===== src/rtl/div_arbiter_if.sv =====
// ---------------------------------------------------------------------------
// div_arbiter_if
// Bundles the voice request side and the shared-divider side of div_arbiter.
//
// Signals:
//   en           global enable (low freezes the arbiter)
//   req          per-voice request level, N bits
//   operand      flattened operands, voice i at [i*DW +: DW]
//   div_done     divider completion strobe
//   div_result   divider quotient, valid with div_done
//   div_start    one-cycle start pulse to the divider
//   div_operand  operand of the granted voice
//   ack          one-hot acknowledge to the granted voice
//   result_valid one-cycle strobe qualifying result/result_id
//   result       registered quotient
//   result_id    index of the voice owning result
//   busy         arbiter not idle
//   timeout_err  sticky abort flag
//
// Modports:
//   slave  - the arbiter itself
//   master - the environment (voices, divider, bench)
// ---------------------------------------------------------------------------
interface div_arbiter_if #(
    parameter int N  = 13,
    parameter int DW = 16,
    parameter int IW = 7
);
    logic            en;
    logic [N-1:0]    req;
    logic [N*DW-1:0] operand;
    logic            div_done;
    logic [DW-1:0]   div_result;
    logic            div_start;
    logic [DW-1:0]   div_operand;
    logic [N-1:0]    ack;
    logic            result_valid;
    logic [DW-1:0]   result;
    logic [IW-1:0]   result_id;
    logic            busy;
    logic            timeout_err;

    modport slave (
        input  en, req, operand, div_done, div_result,
        output div_start, div_operand, ack, result_valid, result, result_id,
               busy, timeout_err
    );

    modport master (
        output en, req, operand, div_done, div_result,
        input  div_start, div_operand, ack, result_valid, result, result_id,
               busy, timeout_err
    );
endinterface


===== src/rtl/div_arbiter.sv =====
// ---------------------------------------------------------------------------
// div_arbiter
// Round-robin scheduler sharing one sequential divider among N voices of the
// polyphonic oscillator. A pending voice is granted, its operand is sent to
// the divider with a start pulse, and when the divider reports done the
// quotient is returned tagged with the voice index while that voice is acked.
//
// Ports:
//   MHz10  system clock, rising edge
//   rst    synchronous active-high reset
//   bus    div_arbiter_if.slave (request, divider and result signals)
//
// Parameters: N voices, DW data width, IW index width (2**IW >= N),
//             TIMEOUT wait limit in cycles.
//
// Optional feature macro: DIV_TIMEOUT_EN
//   defined     - WAIT aborts after TIMEOUT cycles without div_done, the
//                 result is forced to 0 and the sticky timeout_err is set.
//   not defined - WAIT lasts until div_done; timeout_err is tied low.
// ---------------------------------------------------------------------------
module div_arbiter #(
    parameter int N       = 13,
    parameter int DW      = 16,
    parameter int IW      = 7,
    parameter int TIMEOUT = 64
) (
    input logic          MHz10,
    input logic          rst,
    div_arbiter_if.slave bus
);

    typedef enum logic [1:0] {
        ST_IDLE,
        ST_ISSUE,
        ST_WAIT,
        ST_DONE
    } state_t;

    state_t        state_q, state_d;
    logic [IW-1:0] ptr_q, ptr_d;
    logic [IW-1:0] grantId_q, grantId_d;
    logic [DW-1:0] result_q, result_d;
    logic [IW-1:0] resultId_q, resultId_d;
    logic [DW-1:0] heldOperand_q, heldOperand_d;

    logic [IW-1:0] pickId;
    logic [IW-1:0] pickLo;
    logic [IW-1:0] pickHi;
    logic          foundHi;
    logic [DW-1:0] grantOperand;
    logic [N-1:0]  ackOneHot;

`ifdef DIV_TIMEOUT_EN
    localparam int CW = $clog2(TIMEOUT + 1);
    logic [CW-1:0] waitCnt_q, waitCnt_d;
    logic          timeoutErr_q, timeoutErr_d;
`endif

    // Round-robin pick: scanning downwards leaves the lowest requesting index
    // overall in pickLo and the lowest one at or above ptr in pickHi. The
    // upper search wins so a voice just served goes to the back of the line.
    always_comb begin
        pickLo  = '0;
        pickHi  = '0;
        foundHi = 1'b0;
        for (int i = N - 1; i >= 0; i--) begin
            if (bus.req[i]) begin
                pickLo = IW'(i);
                if (IW'(i) >= ptr_q) begin
                    pickHi  = IW'(i);
                    foundHi = 1'b1;
                end
            end
        end
        pickId = foundHi ? pickHi : pickLo;
    end

    assign grantOperand = bus.operand[grantId_q*DW +: DW];
    assign ackOneHot    = {{(N-1){1'b0}}, 1'b1} << grantId_q;

    // State and datapath registers; en low holds everything through the
    // next-state defaults below.
    always_ff @(posedge MHz10) begin
        if (rst) begin
            state_q       <= ST_IDLE;
            ptr_q         <= '0;
            grantId_q     <= '0;
            result_q      <= '0;
            resultId_q    <= '0;
            heldOperand_q <= '0;
`ifdef DIV_TIMEOUT_EN
            waitCnt_q     <= '0;
            timeoutErr_q  <= 1'b0;
`endif
        end else begin
            state_q       <= state_d;
            ptr_q         <= ptr_d;
            grantId_q     <= grantId_d;
            result_q      <= result_d;
            resultId_q    <= resultId_d;
            heldOperand_q <= heldOperand_d;
`ifdef DIV_TIMEOUT_EN
            waitCnt_q     <= waitCnt_d;
            timeoutErr_q  <= timeoutErr_d;
`endif
        end
    end

    // Next-state logic. The operand is captured during ISSUE so that later
    // changes on the voice side cannot disturb a division in flight.
    always_comb begin
        state_d       = state_q;
        ptr_d         = ptr_q;
        grantId_d     = grantId_q;
        result_d      = result_q;
        resultId_d    = resultId_q;
        heldOperand_d = heldOperand_q;
`ifdef DIV_TIMEOUT_EN
        waitCnt_d     = waitCnt_q;
        timeoutErr_d  = timeoutErr_q;
`endif
        if (bus.en) begin
            case (state_q)
                ST_IDLE: begin
                    if (|bus.req) begin
                        grantId_d = pickId;
                        state_d   = ST_ISSUE;
                    end
                end
                ST_ISSUE: begin
                    heldOperand_d = grantOperand;
                    state_d       = ST_WAIT;
`ifdef DIV_TIMEOUT_EN
                    waitCnt_d     = '0;
`endif
                end
                ST_WAIT: begin
                    if (bus.div_done) begin
                        result_d   = bus.div_result;
                        resultId_d = grantId_q;
                        state_d    = ST_DONE;
                    end
`ifdef DIV_TIMEOUT_EN
                    // The count would reach TIMEOUT on this edge, so the
                    // abort is taken here and DONE lands TIMEOUT cycles after
                    // WAIT was entered.
                    else if (waitCnt_q == CW'(TIMEOUT - 1)) begin
                        result_d     = '0;
                        resultId_d   = grantId_q;
                        timeoutErr_d = 1'b1;
                        state_d      = ST_DONE;
                    end else begin
                        waitCnt_d = waitCnt_q + 1'b1;
                    end
`endif
                end
                ST_DONE: begin
                    ptr_d   = (grantId_q == IW'(N - 1)) ? '0 : grantId_q + 1'b1;
                    state_d = ST_IDLE;
                end
                default: state_d = ST_IDLE;
            endcase
        end
    end

    // Moore strobes from the registered state, suppressed while disabled.
    assign bus.div_start    = bus.en && (state_q == ST_ISSUE);
    assign bus.result_valid = bus.en && (state_q == ST_DONE);
    assign bus.ack          = (bus.en && (state_q == ST_DONE)) ? ackOneHot : '0;
    assign bus.div_operand  = (state_q == ST_ISSUE) ? grantOperand : heldOperand_q;
    assign bus.result       = result_q;
    assign bus.result_id    = resultId_q;
    assign bus.busy         = (state_q != ST_IDLE);

`ifdef DIV_TIMEOUT_EN
    assign bus.timeout_err  = timeoutErr_q;
`else
    assign bus.timeout_err  = 1'b0;
`endif

endmodule


===== src/flat_wrapper.sv =====
// flat-port wrapper written by rule: the top's interface ports become plain ports
module div_arbiter_flat 
#(
    parameter int N       = 13,
    parameter int DW      = 16,
    parameter int IW      = 7,
    parameter int TIMEOUT = 64
)
  (MHz10, rst, bus_en, bus_req, bus_operand, bus_div_done, bus_div_result, bus_div_start, bus_div_operand, bus_ack, bus_result_valid, bus_result, bus_result_id, bus_busy, bus_timeout_err);
  div_arbiter_if #(.N(N), .DW(DW), .IW(IW)) bus_i ();
  input logic MHz10;
  input logic rst;
  input wire logic [$bits(bus_i.en)-1:0] bus_en;
  input wire logic [$bits(bus_i.req)-1:0] bus_req;
  input wire logic [$bits(bus_i.operand)-1:0] bus_operand;
  input wire logic [$bits(bus_i.div_done)-1:0] bus_div_done;
  input wire logic [$bits(bus_i.div_result)-1:0] bus_div_result;
  output wire logic [$bits(bus_i.div_start)-1:0] bus_div_start;
  output wire logic [$bits(bus_i.div_operand)-1:0] bus_div_operand;
  output wire logic [$bits(bus_i.ack)-1:0] bus_ack;
  output wire logic [$bits(bus_i.result_valid)-1:0] bus_result_valid;
  output wire logic [$bits(bus_i.result)-1:0] bus_result;
  output wire logic [$bits(bus_i.result_id)-1:0] bus_result_id;
  output wire logic [$bits(bus_i.busy)-1:0] bus_busy;
  output wire logic [$bits(bus_i.timeout_err)-1:0] bus_timeout_err;
  assign bus_i.en = bus_en;
  assign bus_i.req = bus_req;
  assign bus_i.operand = bus_operand;
  assign bus_i.div_done = bus_div_done;
  assign bus_i.div_result = bus_div_result;
  assign bus_div_start = bus_i.div_start;
  assign bus_div_operand = bus_i.div_operand;
  assign bus_ack = bus_i.ack;
  assign bus_result_valid = bus_i.result_valid;
  assign bus_result = bus_i.result;
  assign bus_result_id = bus_i.result_id;
  assign bus_busy = bus_i.busy;
  assign bus_timeout_err = bus_i.timeout_err;
  div_arbiter #(.N(N), .DW(DW), .IW(IW), .TIMEOUT(TIMEOUT)) u_core (.MHz10(MHz10), .rst(rst), .bus(bus_i));
endmodule

===== config.mk =====
export PLATFORM = sky130hd
export DESIGN_NAME = div_arbiter_flat
export DESIGN_NICKNAME = d
export VERILOG_FILES = /design/src/rtl/div_arbiter_if.sv /design/src/rtl/div_arbiter.sv /design/src/flat_wrapper.sv
export SDC_FILE = /design/constraint.sdc
export NUM_CORES = 1
export LEC_CHECK = 0
export ABC_AREA = 1
export CAP_MARGIN = 20
export CORE_MARGIN = 5
export CORE_UTILIZATION = 25
export CTS_CLUSTER_SIZE = 30
export DETAILED_ROUTE_END_ITERATION = 8
export SETUP_SLACK_MARGIN = 0.3
export SKIP_CTS_REPAIR_TIMING = 1
export SYNTH_ARGS = -nofsm -noshare
export SYNTH_HDL_FRONTEND = slang
export SYNTH_SLANG_ARGS = --single-unit

===== constraint.sdc =====
create_clock -name MHz10 -period 2.25 [get_ports MHz10]
set_clock_uncertainty 0.1 [all_clocks]
set_input_delay 0.45 -clock MHz10 [delete_from_list [all_inputs] [get_ports MHz10]]
set_output_delay 0.45 -clock MHz10 [all_outputs]
set_load 0.01 [all_outputs]

==> flow_metrics.env <==
export IMPL_run_status="complete, but fails checks"
export IMPL_violations="negative setup slack"
export IMPL_clk_path_buf_depth=2
export IMPL_hold_class="reg2reg"
export IMPL_cts_sinks=47
export IMPL_fillers=1700
export IMPL_grt_pass1_wl_mm=34.0
export IMPL_dp_cells=1310
export IMPL_initial_utilization_pct=25.4
export IMPL_path_class="reg2out"
export IMPL_grt_pass1_vias=6139
export IMPL_fin_ws_ps=-284
export IMPL_busiest_layer="met2"
export IMPL_regToRegEndpoint="u_core.heldOperand_q[14]"
export IMPL_yosysTopAreaCellShare_pct=21.5
export IMPL_diodes=0
export IMPL_setup_violations=18
export IMPL_cts_tree="done"
export IMPL_timing_rr_start="u_core.state_q[0]"
export IMPL_die_area_um2=20200
export IMPL_numPortBuffers=292
export IMPL_grt_use_met2_pct=38.3
export IMPL_fp_dieH_um=142
export IMPL_rows=48
export IMPL_ios=297
export IMPL_grt_met1_usage_pct=25.9
export IMPL_wl_mm=24.4
export IMPL_grt_max_degree=47
export IMPL_final_common_cell="clkdlybuf4s50_1"
export IMPL_cts_max_level=2
export IMPL_die_w_um=142
export IMPL_path_clk_slew_ps=60
export IMPL_rsz0062_at_grt="yes"
export IMPL_grtUsageTotal_pct=21.2
export IMPL_gr_total_overflow=0
export IMPL_clk_latency_ps=280
export IMPL_worst_path_max_fanout=12
export IMPL_synth_area_leaders="dfxtp_1 22%, o21ai_0 14%, nor2_1 11%, nand2_1 8.6%, nand3_1 7.8%"
export IMPL_antenna_found_initial=0
export IMPL_coreArea_um2=17200
export IMPL_final_cells=1355
export IMPL_drc=0
export IMPL_setup_worst_path_start_class="register"
export IMPL_maxCapViolations=0
export IMPL_powerDensity_nw_per_um2=429
export IMPL_syn_to_final_growth_pct=113
export IMPL_synth_area_leader_cell="dfxtp_1"
export IMPL_slew_viol_final=0
export IMPL_critPathCapture="bus_div_operand[0]"
export IMPL_min_period_ps=2530
export IMPL_synth_area_um2=4370
export IMPL_r2r_cells=12
export IMPL_cts_made_buffers=5
export IMPL_tns_ps=-2910
export IMPL_synth_cell_types=36
export IMPL_yosysSeqAreaShare_pct=21.5
export IMPL_via_count=6523
export IMPL_drive_above_1_share_pct=26.0
export IMPL_worstSetupEndpointType="primary output"
export IMPL_required_ps=1700
export IMPL_nets=1381
export IMPL_final_cell_mix="254 x clkdlybuf4s50_1, 107 x nor2_1, 94 x buf_4, 92 x nand2_1, 81 x o21ai_0"
export IMPL_worst_hold_slack_ps=342
export IMPL_ys_ff_latch=47
export IMPL_placed_area_um2=8230
export IMPL_final_area_um2=9290
export IMPL_finalPower_mw=3.99
export IMPL_wl_per_cell_um=18.0
export IMPL_dpl_hpwl_mm=18.8
export IMPL_finalCritPeriodShare_pct=113
export IMPL_gp_congestion=0.904
export IMPL_synthCells=749
export IMPL_max_freq_mhz=395
export IMPL_firstDrtPassIters=5
export IMPL_p_leak_nw=3.91
export IMPL_crit_start="u_core.grantId_q[0]"
export IMPL_peakVddDrop_uv=304
export IMPL_grt_util_met3_pct=3.86
export IMPL_vias_per_cell=4.81
export IMPL_ant_nets=0
export IMPL_drt_iter0_drc=371
export IMPL_r2r_slack_ps=360
export IMPL_crit_arrival_ps=1980
export IMPL_root_buffer="clkbuf_16"
export IMPL_finalHoldViolations=0
export IMPL_syn_area_per_cell_um2=5.84
export IMPL_yosysWarnings=0
flip-flops by register name, indices dropped and copies added (netlist names):
name,count
u_core.state_q,2
u_core.grantId_q,4
u_core.heldOperand_q,16
u_core.ptr_q,5
u_core.bus.result,16
u_core.bus.result_id,4
worst min-delay path by stage:
stage / slack (ps) / end / from / cells past startpoint
floorplan: 370 / u_core.bus.result[0] / u_core.bus.result[0] / 2
global placement: 330 / u_core.bus.result[7] / u_core.bus.result[7] / 2
detailed placement: 330 / u_core.bus.result[4] / u_core.bus.result[4] / 2
CTS: 340 / u_core.bus.result[4] / u_core.bus.result[4] / 2
global route: 360 / u_core.bus.result[13] / u_core.bus.result[13] / 2
finish: 340 / u_core.bus.result[4] / u_core.bus.result[4] / 2
per-layer routing:
layer | part of all wire, % | vias up
met3 | 6.9 | 37
met1 | 41 | 2960
met4 | 2.4 | 0
li1 | - | 3306
met2 | 50 | 220
met5 | 0 | -
through the flow:
stage | utilization (%) | setup slack [ps]
2_1_floorplan | - | 306
3_3_place_gp | 47.8 | -689
3_5_place_dp | 47.8 | -658
4_1_cts | 48.8 | -865
5_1_grt | 53.9 | -375
6_report | 53.9 | -284
final cells by class:
cell class	count	area, um^2	area share [%]
Clock buffer	6	139	1.49
Clock inverter	2	35.0	0.377
Inverter	73	299	3.22
Multi-Input combinational cell	576	3350	36.0
Sequential cell	47	955	10.3
Tap cell	225	282	3.03
Timing Repair Buffer	426	4240	45.6
logic make-up (layout without fill, tap and decap cells):
logic type      count (synthesis)  in the layout  share of synthesized area, %
fa+ha+maj                      11             11                          3.15
simple gates                  334            334                          33.5
other cells                     1              4                        0.0858
buf+inv                       129            507                          12.3
flops                          47             47                          21.5
compound gates                226            226                          29.2
xor+xnor                        1              1                         0.200
power by group:
group	leakage (nW)	internal (mW)	switching, mW
clock network	0.0868	0.553	0.319
registers	0.386	0.882	0.0353
logic	3.44	1.18	1.02
worst max-delay path: stages, from the launching register on:
cell and delay [ps]:
dfxtp_4 430, inv_8 80, clkbuf_16 180, buf_4 160, nor2_2 90, o22ai_2 100, a221oi_2 310, buf_4 170
nor2_1 30, buf_2 140
synth_stat cells (all sizes together):
master	instances
o22ai	38
xor2	1
nand2	105
nor3	4
nand3b	1
buf	29
nor4	1
nor2	135
nand3	71
inv	72
a211oi	1
a21oi	48
o21ai	123
clkbuf	27
dfxtp	47
clkinv	1
o211ai	2
nand4	17
a31oi	2
ha	11
a221oi	11
conb	1
o21bai	1
(Power assumes the default switching activity.)
